[config.mk]
export PLATFORM = sky130hd
export DESIGN_NAME = cruise_ctrl_fsm
export DESIGN_NICKNAME = d
export VERILOG_FILES = /design/src/rtl/cruise_ctrl_fsm.sv
export SDC_FILE = /design/constraint.sdc
export NUM_CORES = 1
export LEC_CHECK = 0
export ABC_AREA = 1
export BUFFER_PORTS_ARGS = -buffer_cell sky130_fd_sc_hd__buf_2
export CAP_MARGIN = 40
export CORE_MARGIN = 4
export CORE_UTILIZATION = 25
export DETAILED_ROUTE_END_ITERATION = 8
export GPL_ROUTABILITY_DRIVEN = 0
export PLACE_DENSITY = 0.39
export SLEW_MARGIN = 20
export SYNTH_ARGS = -nofsm -noshare
export SYNTH_HDL_FRONTEND = slang
export SYNTH_SLANG_ARGS = --single-unit
[constraint.sdc]
create_clock -name clk -period 3.7 [get_ports clk]
set_clock_uncertainty 0.2 [all_clocks]
set_input_delay 0.185 -clock clk [delete_from_list [all_inputs] [get_ports clk]]
set_output_delay 0.185 -clock clk [all_outputs]
set_load 0.02 [all_outputs]
[src/rtl/cruise_ctrl_fsm.sv]
// Cruise control sequencer: OFF/READY/CRUISE/STANDBY FSM that holds a target speed and
// emits tick-paced up/down count pulses to a downstream speed counter. Macro CRUISE_RESUME_EN enables resume.
module cruise_ctrl_fsm #(
    parameter int unsigned TICK_DIV = 4
) (
    input  logic       clk,
    input  logic       reset,
    input  logic       cruise_btn,
    input  logic       set_btn,
    input  logic       resume_btn,
    input  logic       accel,
    input  logic       coast,
    input  logic       brake,
    input  logic [2:0] speed,
    output logic       enable,
    output logic       mode,
    output logic [1:0] state,
    output logic [2:0] target
);

    typedef enum logic [1:0] {
        ST_OFF     = 2'b00,
        ST_READY   = 2'b01,
        ST_CRUISE  = 2'b10,
        ST_STANDBY = 2'b11
    } state_t;

`ifdef CRUISE_RESUME_EN
    localparam bit RESUME_EN = 1'b1;
`else
    localparam bit RESUME_EN = 1'b0;
`endif

    localparam logic [7:0] TICK_LAST = 8'(TICK_DIV - 1);

    state_t     state_q, state_d;
    logic [2:0] target_q, target_d;
    logic       valid_q, valid_d;
    logic       enable_q, enable_d;
    logic       mode_q, mode_d;
    logic [7:0] tick_cnt_q, tick_cnt_d;
    logic       cruise_q, set_q, resume_q;
    logic       arm_q;

    logic tick;
    logic cruise_ev, set_ev, resume_ev;

    // arm_q blanks edge detection for the first cycle after reset so that a
    // button held through reset release only primes its registered copy.
    always_comb begin
        tick       = (tick_cnt_q == TICK_LAST);
        tick_cnt_d = tick ? 8'd0 : tick_cnt_q + 8'd1;
        cruise_ev  = arm_q & cruise_btn & ~cruise_q;
        set_ev     = arm_q & set_btn & ~set_q;
        resume_ev  = RESUME_EN & arm_q & resume_btn & ~resume_q;
    end

    always_comb begin
        state_d  = state_q;
        target_d = target_q;
        valid_d  = valid_q;
        enable_d = 1'b0;
        mode_d   = mode_q;

        case (state_q)
            ST_OFF: begin
                if (cruise_ev) state_d = ST_READY;
            end
            ST_READY: begin
                if (cruise_ev) begin
                    state_d  = ST_OFF;
                    target_d = 3'd0;
                    valid_d  = 1'b0;
                end else if (brake) begin
                    state_d = ST_READY;
                end else if (set_ev) begin
                    state_d  = ST_CRUISE;
                    target_d = speed;
                    valid_d  = 1'b1;
                end
            end
            ST_CRUISE: begin
                if (cruise_ev) begin
                    state_d  = ST_OFF;
                    target_d = 3'd0;
                    valid_d  = 1'b0;
                end else if (brake) begin
                    // Without resume support the held target can never be re-engaged.
                    state_d = ST_STANDBY;
                    valid_d = RESUME_EN ? valid_q : 1'b0;
                end else begin
                    if (set_ev) begin
                        target_d = speed;
                    end else if (tick) begin
                        if (accel && !coast && target_q != 3'd7)
                            target_d = target_q + 3'd1;
                        else if (coast && !accel && target_q != 3'd0)
                            target_d = target_q - 3'd1;
                    end
                    // Compare against the target as it stood in the tick cycle.
                    if (tick && speed != target_q) begin
                        enable_d = 1'b1;
                        mode_d   = (speed < target_q);
                    end
                end
            end
            ST_STANDBY: begin
                if (cruise_ev) begin
                    state_d  = ST_OFF;
                    target_d = 3'd0;
                    valid_d  = 1'b0;
                end else if (brake) begin
                    state_d = ST_STANDBY;
                end else if (set_ev) begin
                    state_d  = ST_CRUISE;
                    target_d = speed;
                    valid_d  = 1'b1;
                end else if (resume_ev && valid_q) begin
                    state_d = ST_CRUISE;
                end
            end
            default: begin
                state_d = ST_OFF;
            end
        endcase
    end

    always_ff @(posedge clk or posedge reset) begin
        if (reset) begin
            state_q    <= ST_OFF;
            target_q   <= 3'd0;
            valid_q    <= 1'b0;
            enable_q   <= 1'b0;
            mode_q     <= 1'b0;
            tick_cnt_q <= 8'd0;
            cruise_q   <= 1'b0;
            set_q      <= 1'b0;
            resume_q   <= 1'b0;
            arm_q      <= 1'b0;
        end else begin
            state_q    <= state_d;
            target_q   <= target_d;
            valid_q    <= valid_d;
            enable_q   <= enable_d;
            mode_q     <= mode_d;
            tick_cnt_q <= tick_cnt_d;
            cruise_q   <= cruise_btn;
            set_q      <= set_btn;
            resume_q   <= resume_btn;
            arm_q      <= 1'b1;
        end
    end

    assign enable = enable_q;
    assign mode   = mode_q;
    assign state  = state_q;
    assign target = target_q;

endmodule

==> flow_summary.json, run 1 <==
{
  "outcome": "completed",
  "cp_top_family": "adder cells",
  "routed_wire_length_um": 2280,
  "design_area_um2": 1290,
  "timing.critical_path.required_ns": 3.68,
  "initial_core_util_pct": 26.2,
  "detail_route.first_pass.iterations": 4,
  "gr-total-overflow": 0,
  "max_stage_delay_ns": 0.49,
  "synth.yosys.warnings": 0,
  "final_cells": 203,
  "p_total_uw": 699,
  "cts_buffers": 3,
  "timing.max_cap.violations": 0,
  "clock_insertion_delay_worst_skew_ns": 0.25,
  "final_core_util_pct": 31.8,
  "placement_stage_cell_area_um2": 1210,
  "post_drt_via_cell_ratio": 4.33,
  "timing.final.hold_violations": 0,
  "max_slew.worst_pin.slew_ns": 0.686,
  "min_path_type": "input pin to flop",
  "synth.lib_cells_used.distinct": 26,
  "synth_fp_nets": 146,
  "clock-sinks": 18,
  "finalWorstPathRequiredPeriod_ns": 1.80,
  "critPathSlowestCell": "sky130_fd_sc_hd__fa_1",
  "path_buf_inv": 0,
  "cts_tree": "built",
  "count_of_standard_cell_rows": 23,
  "final.period_utilization_pct": 48.6,
  "grt_start_max_net_pins": 19,
  "globalRouteTotalUtil_pct": 9.50,
  "dp_cells": 196,
  "num_antenna_cells": 0,
  "yosys_register_bits": 18,
  "cts-root-buf": "sky130_fd_sc_hd__clkbuf_8",
  "fmax_mhz": 556,
  "grt_antenna_before_repair": 0,
  "worst_hold_slack_ns": 0.0266,
  "worstPathCellList": "nand3_1 -> nand2_1 -> fa_1 -> nand3_1 -> a21oi_1 -> nand2_1 -> o21ai_1",
  "floorplan.die.width_um": 73.2,
  "core_area_um2": 4060,
  "setup-violations-final": 0,
  "worstPathArrival_ns": 1.78,
  "post_synth_main_area_contributors": "sky130_fd_sc_hd__dfrtp_1, sky130_fd_sc_hd__nand2_1, sky130_fd_sc_hd__inv_1",
  "top_level_pins": 18,
  "timing.critical_path.to_type": "flop",
  "num-nets-final": 170,
  "die_h_um": 73.2,
  "first_iter_violations": 66,
  "detailedPlace.worstSlack_ns": 1.91,
  "post-synth-top-count-cell": "sky130_fd_sc_hd__nand2_1",
  "timing.critical_path.from_type": "flop",
  "grt_setup_unrepaired": "no",
  "buffer_ports.inserted": 16,
  "tns_ns": 0,
  "ys_dominant_reg_cell": "sky130_fd_sc_hd__dfrtp_1",
  "post_route_cells_drive_above_1_share_pct": 22.2,
  "finalWorstSetupSlack_ns": 1.90,
  "die_area_um2": 5360,
  "syn2layout_area_growth_pct": 21.4,
  "routedWlPerCell_um": 11.2,
  "timing.setup.critical_path_class": "flop to flop",
  "postSynthAreaPerCell_um2": 8.18,
  "clockBufferDepth": 2,
  "detail_route.drc_violations": 0,
  "vias": 879,
  "cts.clk_slew.worst_paths_ns": 0.07,
  "drv_slew": 0,
  "htreeDepth": 1,
  "async_flop_share_pct": 100,
  "synth_area_leader_cell": "sky130_fd_sc_hd__dfrtp_1",
  "relSlewSlack_pct": 54.2,
  "yosys.area.top_type_share_pct": 42.4,
  "pwr_density_cell_nw_per_um2": 541,
  "syn-instance-count": 130,
  "grt_first_pass_wirelength_um": 3930,
  "p_leak_nw": 0.669,
  "synth_edf_count": 0,
  "post_cts_buffers": 0,
  "detail-route-antenna-nets": 0,
  "hpwlAfterDp_um": 1800,
  "peakVddDrop_mv": 0.184,
  "synth_top_cells_by_count": "sky130_fd_sc_hd__nand2_1, sky130_fd_sc_hd__inv_1, sky130_fd_sc_hd__dfrtp_1, sky130_fd_sc_hd__nand3_1, sky130_fd_sc_hd__nor2_1",
  "first_global_vias": 901,
  "seq_area_frac_synth_pct": 42.4,
  "critical_path.max_fanout": 6,
  "mappedNetlistArea_um2": 1060
}
==> area by class of cell <==
cell class	instances	area, um2
clock buffer	4	55.1
fill	448	2770
inverter	24	90.1
multi-input combinational	88	523
sequential	18	450
tap	50	62.6
timing repair buffer	19	110
==> power breakdown <==
group	total (mW)	switching, mW	internal (mW)
logic	0.254	0.159	0.0949
clock network	0.164	0.0697	0.0946
registers	0.281	0.0544	0.226
==> worst register-to-register path, cell delays in order, from the launching register on <==
cell,delay [ns]
sky130_fd_sc_hd__dfrtp_1,0.47
sky130_fd_sc_hd__nand3_1,0.12
sky130_fd_sc_hd__nand2_1,0.08
sky130_fd_sc_hd__fa_1,0.49
sky130_fd_sc_hd__nand3_1,0.08
sky130_fd_sc_hd__a21oi_1,0.16
sky130_fd_sc_hd__nand2_1,0.06
sky130_fd_sc_hd__o21ai_1,0.07
==> sequential cells by signal (all words and copies together) (netlist names) <==
name and flops:
target 3, enable 1, arm_q 1, mode 1, cruise_q 1, state 2
tick_cnt_q 8, set_q 1
==> timing repair <==
action | in CTS | in global routing
hold buffers | 3 | 0
resized for setup | 0 | 0
endpoints found under the hold margin | 20 | 0
==> cells by family (layout without fill, tap and decap cells) <==
family,Yosys count,count (layout),share of synthesized area (%)
simple gates,65,65,31.4
buf+inv,24,47,8.47
flops,18,18,42.4
compound gates,13,13,7.41
fa+ha+maj,5,5,6.59
xor+xnor,3,3,2.47
other cells,1,1,0.353
mux,1,1,0.941
==> cell usage in the layout, fill, tap and decap left out, types with 2 or more instances in the layout <==
master,n
sky130_fd_sc_hd__nand2_1,26
sky130_fd_sc_hd__ha_1,4
sky130_fd_sc_hd__clkbuf_8,4
sky130_fd_sc_hd__buf_2,16
sky130_fd_sc_hd__dlygate4sd3_1,3
sky130_fd_sc_hd__xor2_1,2
sky130_fd_sc_hd__dfrtp_1,18
sky130_fd_sc_hd__o21ai_1,3
sky130_fd_sc_hd__inv_2,4
sky130_fd_sc_hd__nor2_2,4
sky130_fd_sc_hd__a21oi_1,4
sky130_fd_sc_hd__inv_1,20
sky130_fd_sc_hd__nor2_1,12
sky130_fd_sc_hd__nand3_4,2
sky130_fd_sc_hd__o21ai_0,4
sky130_fd_sc_hd__nor3_1,3
sky130_fd_sc_hd__nand3_1,12
==> final timing paths <==
check,cells past startpoint,to,from,slack (ns)
setup / recovery,7,target[1],target[0],1.90
hold / removal,4,state[1],brake,0.03
setup reg to reg,7,target[1],target[0],1.90
hold reg to reg,1,tick_cnt_q[0],tick_cnt_q[0],0.26
max in group asynchronous,3,tick_cnt_q[7],reset,2.49
min in group asynchronous,3,cruise_q,reset,0.37
==> layer usage <==
layer	wire length [um]	vias to the layer above	GRT usage [%]
met5	0	-	0
met4	31	0	3.69
met2	946	26	14.4
met1	1180	391	13.2
li1	-	460	-
met3	117	2	1.93
No activity file was read; power rests on OpenSTA's default activity.
==> run 2, diff against run 1 <==
- PLACE_DENSITY: 0.39 -> 0.4
- clock period: 3.7 -> 1.6 ns (I/O delays scaled with it)
==> flow_summary.json, run 2 (synthesis gave the netlist of run 1 again) <==
{
  "num_antenna_cells": 0,
  "globalRouteTotalUtil_pct": 10.0,
  "routedWlPerCell_um": 10.9,
  "timing.max_cap.violations": 0,
  "buffer_ports.inserted": 16,
  "final_cells": 221,
  "gr-max-usage-layer": "met2",
  "drv_slew": 0,
  "critical_path.startpoint": "target[1]",
  "first_global_vias": 1035,
  "setup-violations-final": 2,
  "timing.critical_path.from_type": "flop",
  "num-nets-final": 188,
  "count_of_standard_cell_rows": 23,
  "tns_ns": -0.143,
  "grt_start_max_net_pins": 19,
  "detailedPlace.worstSlack_ns": -0.0664,
  "timing.setup.critical_path_class": "flop to flop",
  "final.period_utilization_pct": 108,
  "finalWorstSetupSlack_ns": -0.129,
  "cts_buffers": 3,
  "vias": 935,
  "worstReg2RegStart": "target[1]",
  "grtUsageMet3_pct": 2.07,
  "cts_tree": "built",
  "floorplan.die.width_um": 73.2,
  "top_level_pins": 18,
  "finalWorstPathRequiredPeriod_ns": 1.73,
  "post_drt_via_cell_ratio": 4.23,
  "failing_checks": "setup timing",
  "clockBufferDepth": 2,
  "p_leak_nw": 0.768,
  "post_route_cells_drive_above_1_share_pct": 38.0,
  "die_area_um2": 5360,
  "grt_setup_unrepaired": "yes",
  "critical_path.reg2reg.endpoint": "target[1]",
  "initial_core_util_pct": 26.2,
  "grtUsageMet1_pct": 11.9,
  "worstPathArrival_ns": 1.71,
  "critPathCapture": "target[1]",
  "cts-root-buf": "sky130_fd_sc_hd__clkbuf_8",
  "critical_path.max_fanout": 3,
  "pwr_density_cell_nw_per_um2": 1260,
  "detail_route.first_pass.iterations": 4,
  "gr-total-overflow": 0,
  "die_h_um": 73.2,
  "timing.critical_path.required_ns": 1.58,
  "clock_insertion_delay_worst_skew_ns": 0.25,
  "largest_register_ff_count": 8,
  "rr_worst_depth": 6,
  "gr-usage-met2_pct": 18.3,
  "timing.critical_path.to_type": "flop",
  "hpwlAfterDp_um": 1910,
  "outcome": "finished with violations",
  "peakVddDrop_mv": 0.783,
  "htreeDepth": 1,
  "fmax_mhz": 578,
  "mostFrequentLayoutCell": "sky130_fd_sc_hd__nand2_1",
  "ff2ff_setup_slack_ns": -0.13,
  "core_area_um2": 4060,
  "timing.final.hold_violations": 0,
  "routed_wire_length_um": 2410,
  "min_path_type": "input pin to flop",
  "clock-sinks": 18,
  "grt_first_pass_wirelength_um": 4310,
  "grt_antenna_before_repair": 0,
  "p_total_mw": 1.88,
  "dp_cells": 209,
  "first_iter_violations": 13,
  "registers.top_by_ff_count": "tick_cnt_q",
  "detail_route.drc_violations": 0,
  "syn2layout_area_growth_pct": 40.5,
  "commonest_cells_after_routing_fill_and_taps_aside": "sky130_fd_sc_hd__nand2_1, sky130_fd_sc_hd__inv_1, sky130_fd_sc_hd__buf_2, sky130_fd_sc_hd__buf_4, sky130_fd_sc_hd__dfrtp_1",
  "cts.clk_slew.worst_paths_ns": 0.07,
  "detail-route-antenna-nets": 0
}
-- run 2: cell types whose count changed in the layout (fill, tap and decap cells not counted), moves of 3 or more --
cell                      delta
sky130_fd_sc_hd__nand3_1     -4
sky130_fd_sc_hd__buf_4      +16
sky130_fd_sc_hd__dfrtp_1     -3
sky130_fd_sc_hd__dfrtp_2     +3
sky130_fd_sc_hd__nand3_2     +4
-- run 2: what timing repair did --
item / CTS / global route
setup buffers: 1 / 2
pin swaps: 0 / 1
endpoints found under the hold margin: 23 / 0
hold buffers: 5 / 0
setup endpoints to repair: 5 / 6
resized for setup: 4 / 7
-- run 2: worst min path at each step --
| stage | from | end | slack, ns | cells past startpoint |
|---|---|---|---|---|
| 5_1_grt | speed[2] | target[2] | 0.09 | 5 |
| 4_1_cts | speed[2] | target[2] | 0.03 | 5 |
| 3_5_place_dp | reset | cruise_q | -0.08 | 3 |
| 2_1_floorplan | reset | arm_q | -0.18 | 1 |
| 3_3_place_gp | reset | state[1] | -0.09 | 3 |
| 6_report | speed[2] | target[2] | 0.06 | 5 |
-- run 2: power by group --
part | switching (mW) | total (mW) | internal, mW | leakage, nW
registers | 0.0731 | 0.605 | 0.532 | 0.224
logic | 0.495 | 0.905 | 0.410 | 0.515
clock network | 0.156 | 0.375 | 0.219 | 0.0288
total | 0.725 | 1.88 | 1.16 | 0.768
-- run 2: cell type report --
class                           instances  area [um2]
Fill cell                             420        2560
Multi-Input combinational cell         88         582
Sequential cell                        18         454
Timing Repair Buffer                   37         250
Inverter                               24        90.1
Tap cell                               50        62.6
Clock buffer                            4        55.1
-- run 2: per-stage QoR --
stage | hold WS (ns) | util [%] | instance area [um2]
global placement | -0.0926 | 32.4 | 1320
floorplan | -0.182 | - | 1070
CTS | 0.0309 | 35.6 | 1440
detailed placement | -0.0794 | 32.4 | 1320
global route | 0.0944 | 36.8 | 1490
finish | 0.0641 | 36.8 | 1490
-- run 2: worst max-delay path, cell delays in order, from the launching register on --
cell and delay [ns]:
sky130_fd_sc_hd__dfrtp_2 0.43, sky130_fd_sc_hd__buf_4 0.15, sky130_fd_sc_hd__fa_2 0.54, sky130_fd_sc_hd__nand3_2 0.08, sky130_fd_sc_hd__a21oi_2 0.12, sky130_fd_sc_hd__nand2_1 0.06
sky130_fd_sc_hd__o21ai_1 0.07
-- run 2: routing by layer --
layer	vias up	routed length, um
met1	428	1050
met4	0	15
li1	489	-
met5	-	0
met2	16	1250
met3	2	96
==> run 3, diff against run 2 <==
- PLACE_DENSITY: 0.4 -> 0.39
- RECOVER_POWER: not set -> 25
- clock period: 1.6 -> 1.75 ns (I/O delays scaled with it)
==> flow_summary.json, run 3 (synthesis gave the netlist of run 1 again) <==
{
  "gr-usage-met2_pct": 14.2,
  "cts_buffers": 3,
  "dp_cells": 200,
  "post_route_cells_drive_above_1_share_pct": 25.9,
  "first_global_vias": 886,
  "critical_path.startpoint": "target[0]",
  "min_path_type": "input pin to flop",
  "buffer_ports.inserted": 16,
  "timing.setup.critical_path_class": "flop to flop",
  "grt_first_pass_wirelength_um": 3970,
  "num-nets-final": 179,
  "detail_route.first_pass.iterations": 4,
  "outcome": "completed",
  "count_of_standard_cell_rows": 23,
  "critical_path.max_fanout": 3,
  "gr-max-usage-layer": "met2",
  "htreeDepth": 1,
  "clock_insertion_delay_worst_skew_ns": 0.25,
  "top_level_pins": 18,
  "globalRouteTotalUtil_pct": 9.50,
  "switching_share_pct": 38.9,
  "grt_start_max_net_pins": 19,
  "p_sw_uw": 621,
  "grtUsageMet3_pct": 1.38,
  "p_comb_share_pct": 44.1,
  "pwr_density_cell_nw_per_um2": 1170,
  "internal-power_uw": 975,
  "detail_route.drc_violations": 0,
  "timing.critical_path.from_type": "flop",
  "timing.max_cap.violations": 0,
  "share_seq_of_total_power_pct": 34.2,
  "vias": 918,
  "cts-root-buf": "sky130_fd_sc_hd__clkbuf_8",
  "initial_core_util_pct": 26.2,
  "p_leak_nw": 0.705,
  "routedWlPerCell_um": 10.5,
  "setup-violations-final": 0,
  "detailedPlace.worstSlack_ns": -0.0144,
  "worstPathArrival_ns": 1.69,
  "routed_wire_length_um": 2220,
  "gr-total-overflow": 0,
  "die_area_um2": 5360,
  "cts.clk_slew.worst_paths_ns": 0.07,
  "worstReg2RegStart": "target[0]",
  "final_cells": 212,
  "peakVddDrop_mv": 0.516,
  "syn2layout_area_growth_pct": 28.5,
  "die_h_um": 73.2,
  "registers.top_by_ff_count": "tick_cnt_q",
  "post_drt_via_cell_ratio": 4.33,
  "largest_register_ff_count": 8,
  "fmax_mhz": 585,
  "num_antenna_cells": 0,
  "cts_tree": "built",
  "timing.final.hold_violations": 0,
  "hold_path.startpoint": "speed[2]",
  "first_iter_violations": 52,
  "grtUsageMet1_pct": 13.4,
  "grt_setup_unrepaired": "yes",
  "clockPowerShare_pct": 21.7,
  "final.period_utilization_pct": 97.7,
  "timing.critical_path.to_type": "flop",
  "mostFrequentLayoutCell": "sky130_fd_sc_hd__nand2_1",
  "clock-sinks": 18,
  "finalWorstPathRequiredPeriod_ns": 1.71,
  "hpwlAfterDp_um": 1770,
  "final_core_util_pct": 33.7,
  "tns_ns": 0,
  "clockBufferDepth": 2,
  "core_area_um2": 4060,
  "grt_antenna_before_repair": 0,
  "detail-route-antenna-nets": 0,
  "drv_slew": 0,
  "finalWorstSetupSlack_ns": 0.0394,
  "timing.critical_path.required_ns": 1.73,
  "floorplan.die.width_um": 73.2,
  "commonest_cells_after_routing_fill_and_taps_aside": "sky130_fd_sc_hd__nand2_1, sky130_fd_sc_hd__inv_1, sky130_fd_sc_hd__dfrtp_1"
}
run 3: layer usage:
layer / vias to the layer above / routed length [um]
met5: - / 0
met4: 0 / 42
met3: 4 / 89
met2: 18 / 951
met1: 424 / 1140
li1: 472 / -
run 3: timing repair:
| item | in CTS | in global routing |
|---|---|---|
| setup endpoints to repair | 1 | 2 |
| cloned | 0 | 0 |
| endpoints found under the hold margin | 23 | 0 |
| pin swaps | 1 | 0 |
| hold buffers | 5 | 0 |
| gates resized for setup | 1 | 1 |
| setup buffers | 1 | 2 |
run 3: worst paths after layout:
path / to / slack, ns / cells after the start
worst max-delay path: target[1] / 0.04 / 6
worst min-delay path: target[2] / 0.02 / 5
worst max register to register: target[1] / 0.04 / 6
worst min register to register: tick_cnt_q[0] / 0.26 / 1
max in group asynchronous: target[0] / 0.75 / 4
min in group asynchronous: target[2] / 0.26 / 4
run 3: power by group through the flow:
| stage | sequential (mW) | combinational (mW) | clock, mW |
|---|---|---|---|
| after global placement | 0.566 | 0.626 | 0 |
| after detailed placement | 0.563 | 0.636 | 0 |
| after floorplan | 0.649 | 0.315 | 0 |
| final | 0.545 | 0.704 | 0.347 |
| after global routing | 0.557 | 0.804 | 0.375 |
| after CTS | 0.553 | 0.665 | 0.359 |
run 3: cell type report:
class | count | area [um2]
Clock buffer | 4 | 55.1
Fill cell | 448 | 2690
Inverter | 24 | 90.1
Multi-Input combinational cell | 88 | 529
Sequential cell | 18 | 452
Tap cell | 50 | 62.6
Timing Repair Buffer | 28 | 178
run 3: critical path: stages (launching register included):
cell and delay (ns):
sky130_fd_sc_hd__dfrtp_2 0.42, sky130_fd_sc_hd__buf_4 0.14, sky130_fd_sc_hd__fa_1 0.54, sky130_fd_sc_hd__nand3_1 0.09
sky130_fd_sc_hd__a21oi_2 0.13, sky130_fd_sc_hd__nand2_1 0.05, sky130_fd_sc_hd__o21ai_1 0.07
run 3: per-stage QoR:
step | hold WS, ns | cell area (um2) | total power [mW]
3_5_place_dp | -0.0774 | 1240 | 1.20
4_1_cts | 0.0167 | 1350 | 1.58
5_1_grt | 0.0376 | 1370 | 1.74
3_3_place_gp | -0.0835 | 1240 | 1.19
6_report | 0.0177 | 1370 | 1.60
2_1_floorplan | -0.174 | 1060 | 0.963
